[config.mk]
export PLATFORM = sky130hd
export DESIGN_NAME = vif_rr_arbiter_flat
export DESIGN_NICKNAME = d
export VERILOG_FILES = /design/src/rtl/vif_rr_arbiter_if.sv /design/src/rtl/vif_rr_arbiter.sv /design/src/flat_wrapper.sv
export SDC_FILE = /design/constraint.sdc
export NUM_CORES = 1
export LEC_CHECK = 0
export BUFFER_PORTS_ARGS = -buffer_cell sky130_fd_sc_hd__buf_2
export CAP_MARGIN = 20
export CORE_ASPECT_RATIO = 1.2
export CORE_MARGIN = 2
export CORE_UTILIZATION = 37
export DETAILED_ROUTE_END_ITERATION = 8
export PLACE_DENSITY = 0.81
export REMOVE_ABC_BUFFERS = 1
export SLEW_MARGIN = 40
export SYNTH_ARGS = -nofsm -noshare
export SYNTH_HDL_FRONTEND = slang
export SYNTH_SLANG_ARGS = --single-unit
[constraint.sdc]
create_clock -name clk -period 1.5 [get_ports clk]
set_input_delay 0.075 -clock clk [delete_from_list [all_inputs] [get_ports clk]]
set_output_delay 0.075 -clock clk [all_outputs]
set_load 0.005 [all_outputs]
[src/rtl/vif_rr_arbiter_if.sv]
// Shared producer/consumer channel bundle for the round-robin arbiter.
// The arbiter side uses the slave modport; the surrounding system uses master.
interface vif_rr_arbiter_if #(
  parameter int NUM_REQ = 4,
  parameter int DATA_W  = 8
);
  localparam int IDX_W = $clog2(NUM_REQ);

  logic [NUM_REQ-1:0]        req_valid;
  logic [NUM_REQ*DATA_W-1:0] req_data;
  logic [NUM_REQ-1:0]        req_ready;
  logic [DATA_W-1:0]         out_data;
  logic                      out_valid;
  logic                      out_ready;
  logic [IDX_W-1:0]          grant_idx;
  logic                      busy;

  modport master (
    output req_valid,
    output req_data,
    input  req_ready,
    input  out_data,
    input  out_valid,
    output out_ready,
    input  grant_idx,
    input  busy
  );

  modport slave (
    input  req_valid,
    input  req_data,
    output req_ready,
    output out_data,
    output out_valid,
    input  out_ready,
    output grant_idx,
    output busy
  );
endinterface

[src/rtl/vif_rr_arbiter.sv]
// Round-robin arbiter multiplexing NUM_REQ valid/ready producers into one
// registered output slot; a word is held stable until the consumer accepts it.
module vif_rr_arbiter #(
  parameter int NUM_REQ = 4,
  parameter int DATA_W  = 8
) (
  input logic             clk,
  input logic             rst,
  vif_rr_arbiter_if.slave bus
);
  localparam int IDX_W = $clog2(NUM_REQ);

  typedef enum logic {
    IDLE = 1'b0,
    HOLD = 1'b1
  } state_t;

  state_t              state_q;
  logic [IDX_W-1:0]    prio_q;
  logic [IDX_W-1:0]    grant_q;
  logic [DATA_W-1:0]   out_data_q;
  logic                out_valid_q;

  logic [IDX_W-1:0]    win_d;
  logic [IDX_W-1:0]    prio_d;
  logic                found_d;
  logic                accept_d;
  logic [IDX_W:0]      scan_idx;
  logic [DATA_W-1:0]   lane_data [NUM_REQ];

  for (genvar g = 0; g < NUM_REQ; g++) begin : g_lane
    assign lane_data[g] = bus.req_data[g*DATA_W +: DATA_W];
  end

  // Scan from prio_q upward with wrap; the one extra bit keeps the sum
  // from overflowing before it is folded back into range.
  always_comb begin
    found_d  = 1'b0;
    win_d    = '0;
    scan_idx = '0;
    for (int k = 0; k < NUM_REQ; k++) begin
      scan_idx = {1'b0, prio_q} + (IDX_W+1)'(k);
      if (scan_idx >= (IDX_W+1)'(NUM_REQ)) begin
        scan_idx = scan_idx - (IDX_W+1)'(NUM_REQ);
      end
      if (!found_d && bus.req_valid[scan_idx[IDX_W-1:0]]) begin
        found_d = 1'b1;
        win_d   = scan_idx[IDX_W-1:0];
      end
    end
  end

  assign prio_d   = (win_d == IDX_W'(NUM_REQ-1)) ? '0 : win_d + IDX_W'(1);
  assign accept_d = !rst && (state_q == IDLE) && found_d;

  assign bus.req_ready = accept_d ? ({{(NUM_REQ-1){1'b0}}, 1'b1} << win_d)
                                  : '0;

  always_ff @(posedge clk) begin
    if (rst) begin
      state_q     <= IDLE;
      prio_q      <= '0;
      grant_q     <= '0;
      out_data_q  <= '0;
      out_valid_q <= 1'b0;
    end else begin
      case (state_q)
        IDLE: begin
          if (found_d) begin
            out_data_q  <= lane_data[win_d];
            grant_q     <= win_d;
            prio_q      <= prio_d;
            out_valid_q <= 1'b1;
            state_q     <= HOLD;
          end
        end
        HOLD: begin
          // out_data_q intentionally keeps the delivered word
          if (bus.out_ready) begin
            out_valid_q <= 1'b0;
            state_q     <= IDLE;
          end
        end
        default: begin
          out_valid_q <= 1'b0;
          state_q     <= IDLE;
        end
      endcase
    end
  end

  assign bus.out_data  = out_data_q;
  assign bus.out_valid = out_valid_q;
  assign bus.grant_idx = grant_q;
  assign bus.busy      = (state_q == HOLD);
endmodule
[src/flat_wrapper.sv]
// flat-port wrapper written by rule: the top's interface ports become plain ports
module vif_rr_arbiter_flat 
#(
  parameter int NUM_REQ = 4,
  parameter int DATA_W  = 8
)
  (clk, rst, bus_req_valid, bus_req_data, bus_req_ready, bus_out_data, bus_out_valid, bus_out_ready, bus_grant_idx, bus_busy);
  vif_rr_arbiter_if #(.NUM_REQ(NUM_REQ), .DATA_W(DATA_W)) bus_i ();
  input logic clk;
  input logic rst;
  input wire logic [$bits(bus_i.req_valid)-1:0] bus_req_valid;
  input wire logic [$bits(bus_i.req_data)-1:0] bus_req_data;
  output wire logic [$bits(bus_i.req_ready)-1:0] bus_req_ready;
  output wire logic [$bits(bus_i.out_data)-1:0] bus_out_data;
  output wire logic [$bits(bus_i.out_valid)-1:0] bus_out_valid;
  input wire logic [$bits(bus_i.out_ready)-1:0] bus_out_ready;
  output wire logic [$bits(bus_i.grant_idx)-1:0] bus_grant_idx;
  output wire logic [$bits(bus_i.busy)-1:0] bus_busy;
  assign bus_i.req_valid = bus_req_valid;
  assign bus_i.req_data = bus_req_data;
  assign bus_req_ready = bus_i.req_ready;
  assign bus_out_data = bus_i.out_data;
  assign bus_out_valid = bus_i.out_valid;
  assign bus_i.out_ready = bus_out_ready;
  assign bus_grant_idx = bus_i.grant_idx;
  assign bus_busy = bus_i.busy;
  vif_rr_arbiter #(.NUM_REQ(NUM_REQ), .DATA_W(DATA_W)) u_core (.clk(clk), .rst(rst), .bus(bus_i));
endmodule
* Word-level counts from Yosys, hierarchy flattened
Index checks and enable logic that the tools add are counted.
** Operators by class
- Add/subtract/negate cells :: 8
- $lt $le $gt $ge :: 9
- Eq/ne operators :: 3
- Shifts and indexed selects :: 1
- Muxes and demuxes :: 31
- Bitwise operators :: 2
- Reductions and logical operators :: 11
** Operator list (count)
- 2-to-1 mux 2 bit :: 9
- binary-select mux 8 bit (select 2 bit) :: 1
- 2-to-1 mux 8 bit :: 2
- >= comparator 3 bit (second input constant) :: 4
- < comparator 2 x 3 -> 1 bit (second input constant) :: 4
- 2-to-1 mux 1 bit :: 12
- binary-select mux 1 bit (select 2 bit) :: 4
- subtractor 2 x 1 -> 2 bit (second input constant) :: 4
- adder 2 x 2 -> 3 bit (second input constant) :: 2
- logical AND 1 bit :: 5
- logical NOT 1 bit :: 4
- 2-to-1 mux 4 bit :: 1
- one-hot mux 1 bit (2 select lines) :: 2
- AND reduction 2 bit :: 2
- left shift 1 x 2 -> 4 bit (first input constant) :: 1
- adder 2 x 1 -> 3 bit (second input constant) :: 1
- >= comparator 2 x 3 -> 1 bit (second input constant) :: 1
- inverter 2 -> 3 bit :: 1
- adder 2 x 1 -> 2 bit (second input constant) :: 1
- equality test 2 bit (second input constant) :: 1
- inequality test 2 x 1 -> 1 bit (second input constant) :: 1
- inequality test 2 bit (second input constant) :: 1
- inverter 1 bit :: 1
** Word-level totals
- Flip-flop bits (word level) :: 14
- Bits of input ports :: 39
- Output and inout bits :: 16
- Word-level logic and storage cells :: 70

* Longest topological paths before layout
- Depth after elaboration :: 18
- Gate-level depth with buffers :: 6
- Gate-level depth less buffers :: 6

* Worst setup path before layout
OpenSTA, ideal clock, no wires.
- Path kind :: reg-to-reg
- From :: reg u_core.prio_q[0]
- To :: reg u_core.prio_q[1]
- Library setup time :: 86 ps
- Data arrival time :: 1426 ps
- Required time :: 1414 ps
- Setup slack :: -11 ps
- Cell stages (with the launch flop) :: 7
- Buffers on the path :: 0
- Clock period less this slack :: 1511 ps
- Path through :: dfxtp_1 nand2b_1 a21oi_1 a211oi_2 inv_2 ha_1 a211oi_1
** On the way
- Word-level cells in the longest chain between the ends :: 16
- Elaborated cells between the ends (all ways) :: 41
- Those cells by class :: 8 x add/sub; 4 x order compare; 1 x eq/ne; 21 x mux; 7 x reduce/logical
** RTL lines
- from (decl) :: line vif_rr_arbiter.sv:19 : logic [IDX_W-1:0] prio_q;
- from (signal assigned) :: line vif_rr_arbiter.sv:72 : prio_q <= prio_d;
- parallel branches: the longest is 16 deep, another holds adder 2 x 1 -> 3 bit
Several ways; the timed one is not identified. The select of a mux whose other input is x is not followed.
A chain may end at the register's enable or synchronous reset.

* Final worst setup path
- From :: reg u_core.prio_q[0]
- To :: out bus_req_ready[2]
** On the way
- Word-level cells in the longest chain between the ends :: 16
- Elaborated cells between the ends (all ways) :: 40
- Those cells by class :: 7 x add/sub; 4 x order compare; 1 x shift; 21 x mux; 7 x reduce/logical
** RTL lines
- parallel branches: the longest is 15 deep, another holds adder 2 x 1 -> 3 bit
- 2-to-1 mux 4 bit (*) :: line vif_rr_arbiter.sv:56 : assign bus.req_ready = accept_d ? ({{(NUM_REQ-1){1'b0}}, 1'b1} << win_d)
- to (decl) :: line flat_wrapper.sv:13 : output wire logic [$bits(bus_i.req_ready)-1:0] bus_req_ready;
Mark *: on every way between the ends. The select of a mux whose other input is x is not followed.

==> impl_metrics.prom <==
# TYPE chip_impl_metric gauge
chip_impl_metric{name="met2RoutedLength",unit="um"} 1420
chip_impl_metric{name="die_h",unit="um"} 56.2
chip_impl_metric{name="worst_slew_pin_slew",unit="ps"} 438
chip_impl_metric{name="wirelength_met1",unit="um"} 1030
chip_impl_metric{name="filler_cell_count",unit=""} 182
chip_impl_metric{name="antenna_found_initial",unit=""} 0
chip_impl_info{name="result_of_the_run",value="finished with violations"} 1
chip_impl_metric{name="h_tree_levels",unit=""} 1
chip_impl_info{name="highest_layer",value="met3"} 1
chip_impl_metric{name="clk_transition_reported_paths",unit="ps"} 90
chip_impl_metric{name="port_buffers",unit=""} 54
chip_impl_metric{name="detailed_place_hpwl",unit="um"} 1910
chip_impl_metric{name="floorplan.rows",unit=""} 18
chip_impl_metric{name="drt_iter0_markers",unit=""} 16
chip_impl_metric{name="final.min_clock_period",unit="ps"} 1610
chip_impl_metric{name="rr_worst_depth",unit=""} 7
chip_impl_metric{name="layout.nets",unit=""} 197
chip_impl_metric{name="die_w",unit="um"} 47.5
chip_impl_metric{name="synthesis.yosys.warnings",unit=""} 0
chip_impl_metric{name="largest_net_degree_at_the_start_of_global_routing",unit=""} 16
chip_impl_info{name="failed_checks",value="setup timing"} 1
chip_impl_metric{name="synthDistinctLibCells",unit=""} 29
chip_impl_metric{name="setup_slack",unit="ps"} -114
chip_impl_info{name="worst_setup_path_start_kind",value="flop"} 1
chip_impl_metric{name="slew_headroom",unit=""} 0.707
chip_impl_metric{name="hold_depth",unit=""} 4
chip_impl_info{name="criticalPathCategory",value="flop to output pin"} 1
chip_impl_metric{name="power.leakage",unit="uW"} 0.000658
chip_impl_metric{name="critical_path_arrival",unit="ps"} 1540
chip_impl_metric{name="placedCellCount",unit=""} 175
chip_impl_info{name="timing.critical_path.from",value="u_core.prio_q[0]$_SDFFE_PP0P_"} 1
chip_impl_metric{name="initial_utilization",unit=""} 0.401
chip_impl_info{name="cts.root.buffer_cell",value="clkbuf_4"} 1
chip_impl_metric{name="final-instance-count-excl-fill",unit=""} 186
chip_impl_metric{name="tritoncts.num_buffers",unit=""} 3
chip_impl_metric{name="max_stage_delay",unit="ps"} 350
chip_impl_metric{name="total_negative_setup_slack",unit="ps"} -511
chip_impl_info{name="min-delay-path-class",value="primary input to flop"} 1
chip_impl_metric{name="clockBufferDepth",unit=""} 2
chip_impl_metric{name="path_max_fanout",unit=""} 3
chip_impl_metric{name="global_route.usage.total",unit=""} 0.216
chip_impl_info{name="regToRegEndpoint",value="u_core.bus.out_data[3]$_SDFFE_PP0P_"} 1
chip_impl_info{name="critPathCaptureType",value="output pin"} 1
chip_impl_info{name="crit_path_cell_trace",value="nand2b_4, a21oi_2, a211oi_2, inv_2, ha_4, and2_4, buf_6"} 1
chip_impl_metric{name="r2r_slack",unit="ps"} -50
chip_impl_metric{name="total_power",unit="uW"} 1210
chip_impl_metric{name="number_of_iterations_in_the_first_detailed_routing_pass",unit=""} 5
chip_impl_info{name="timing.hold.worst.start",value="bus_out_ready"} 1
chip_impl_metric{name="finClkSkew",unit="ps"} 6.70
chip_impl_metric{name="slew_violations",unit=""} 0
chip_impl_metric{name="insertedDiodeCount",unit=""} 0
chip_impl_metric{name="boundaryPins",unit=""} 55
chip_impl_metric{name="dpl_worst_slack",unit="ps"} -50.2
chip_impl_metric{name="holdBufCountCts",unit=""} 0
chip_impl_metric{name="final_report_hold_violation_count",unit=""} 0
chip_impl_metric{name="postRouteAntennaNets",unit=""} 0
chip_impl_metric{name="max-vdd-ir-drop",unit="uV"} 471
chip_impl_info{name="synthFlopType",value="dfxtp_1"} 1
chip_impl_metric{name="via_count_of_the_first_global_routing_pass",unit=""} 990
chip_impl_metric{name="synth_seq_cells",unit=""} 14
chip_impl_metric{name="synth-edff-count",unit=""} 0
chip_impl_metric{name="max_freq",unit="MHz"} 620
chip_impl_metric{name="timing.max_cap.violations",unit=""} 0
chip_impl_info{name="crit-reg2reg-launch",value="u_core.prio_q[1]$_SDFFE_PP0P_"} 1
chip_impl_metric{name="crit_required",unit="ps"} 1420
chip_impl_metric{name="detail_route.wirelength",unit="um"} 2600
chip_impl_metric{name="per_instance_average_area_after_synthesis",unit="um^2"} 9.43
chip_impl_metric{name="p_per_area",unit="nW/um^2"} 902
chip_impl_metric{name="post_route_cells_drive_above_1_share",unit=""} 0.583
chip_impl_metric{name="worstSkewPairLatency",unit="ps"} 270
chip_impl_metric{name="area_overhead_of_the_layout_relative_to_synthesis",unit="%"} 59.9
chip_impl_metric{name="synth_area",unit="um^2"} 840
chip_impl_info{name="rsz0062_at_grt",value="yes"} 1
chip_impl_metric{name="place_congestion",unit=""} 0.807
chip_impl_metric{name="layout_worst_path_cycle_share",unit=""} 1.08
chip_impl_metric{name="synth.yosys.seq_area_share",unit=""} 0.334
chip_impl_metric{name="grt_first_pass_wirelength",unit="um"} 4270
chip_impl_metric{name="detail_route.vias_per_cell",unit=""} 5.13
chip_impl_metric{name="drt_drc_violations_left",unit=""} 0
chip_impl_metric{name="syn-instance-count",unit=""} 89
chip_impl_metric{name="route.vias.total",unit=""} 954
chip_impl_info{name="tritoncts",value="yes"} 1
chip_impl_metric{name="placeableCoreArea",unit="um^2"} 2090
chip_impl_info{name="crit_path_top_delay_cell",value="dfxtp_2"} 1
chip_impl_metric{name="design.die.area",unit="um^2"} 2670
chip_impl_metric{name="numClockSinks",unit=""} 14
chip_impl_info{name="min_to",value="u_core.bus.out_valid$_SDFFE_PP0P_"} 1
chip_impl_metric{name="post_drt_wl_per_cell",unit="um"} 14.0
chip_impl_metric{name="met3RoutedLength",unit="um"} 156
chip_impl_metric{name="fraction_of_registers_with_async_set_or_reset_after_synthesis",unit=""} 0
chip_impl_metric{name="setup_violations",unit=""} 9
chip_impl_metric{name="grt_overflow_total",unit=""} 0
worst max-delay path, delay by kind of cell, from the launching register on:
family                     cells  cell delay, ps
adders and majority gates      1             170
AOI/OAI and AO/OA              2             280
and+or+nand+nor                2             260
DFF                            1             350
buffers and inverters          2             200
synthesized netlist by cell type (all sizes together), types with 2 or more instances:
master / n / area [um^2]
mux2i: 16 / 160
dfxtp: 14 / 280
nand2: 8 / 40.0
nand3b: 8 / 60.1
o221ai: 8 / 70.1
nor2: 7 / 28.8
a21oi: 5 / 28.8
a211oi: 3 / 27.5
buf: 3 / 27.5
inv: 3 / 11.3
nand2b: 2 / 12.5
nor2b: 2 / 12.5
registers in the layout, summed over array words and instances (netlist names):
name and flops:
u_core.bus.grant_idx 2, u_core.bus.out_data 8, u_core.bus.out_valid 1, u_core.bus.busy 1, u_core.prio_q 2
cells by family (layout without fill, tap and decap cells):
family          count (synthesis)  count (layout)  synth area share
fa+ha+maj                       1               1            0.0149
mux                            16              16             0.191
buf+inv                         7              74            0.0507
compound gates                 19              19             0.188
flops                          14              14             0.334
simple gates                   32              32             0.222
power by group:
part,internal [uW],switching (uW)
combinational,270,219
sequential,422,26.9
clock,147,127
layer usage:
layer | vias up | GRT usage
met1 | 449 | 0.240
met4 | 0 | 0.0556
met5 | - | 0
met3 | 0 | 0.0390
met2 | 38 | 0.392
li1 | 467 | -
area by class of cell:
| cell class | instances | area (um^2) | share of cell area |
|---|---|---|---|
| multi-input cells | 68 | 574 | 0.428 |
| clock buffers | 4 | 36.3 | 0.0270 |
| flip-flops and latches | 14 | 283 | 0.211 |
| repair buffers | 67 | 400 | 0.298 |
| inverters | 3 | 11.3 | 0.00839 |
| well taps | 30 | 37.5 | 0.0280 |
worst max-delay path by stage:
stage	to	slack, ps	depth (start not counted)
finish	bus_req_ready[2]	-110	7
global route	bus_req_ready[1]	-170	7
CTS	bus_req_ready[2]	-130	6
detailed placement	u_core.bus.out_data[1]$_SDFFE_PP0P_	-50	6
global placement	u_core.prio_q[1]$_SDFFE_PP0P_	90	6
floorplan	u_core.prio_q[1]$_SDFFE_PP0P_	-10	6
cells in the final DEF (no fill, tap or decap), types with 2 or more instances in the layout:
cell type  instances
a211oi_1           2
a21oi_1            3
a21oi_2            2
buf_2             52
buf_4             10
buf_6              4
clkbuf_4           3
dfxtp_1           12
dfxtp_2            2
inv_1              2
mux2i_1           13
mux2i_2            3
nand2_1            6
nand3b_1           8
nor2_1             5
o221ai_1           8
per-stage QoR:
stage / hold WS [ps] / util / area [um^2]
after floorplan: 144 / - / 808
after global placement: 370 / 0.560 / 1170
after detailed placement: 388 / 0.560 / 1170
final: 90.4 / 0.641 / 1340
after CTS: 89.8 / 0.632 / 1320
after global routing: 100 / 0.641 / 1340
repair_timing:
item	in CTS	in global routing
hold endpoints to repair	0	0
endpoints found under the setup margin	8	12
gates cloned	0	0
pin swaps	7	3
gates resized for setup	14	5
setup buffers	7	0
Power figures use the tool's default switching activity.
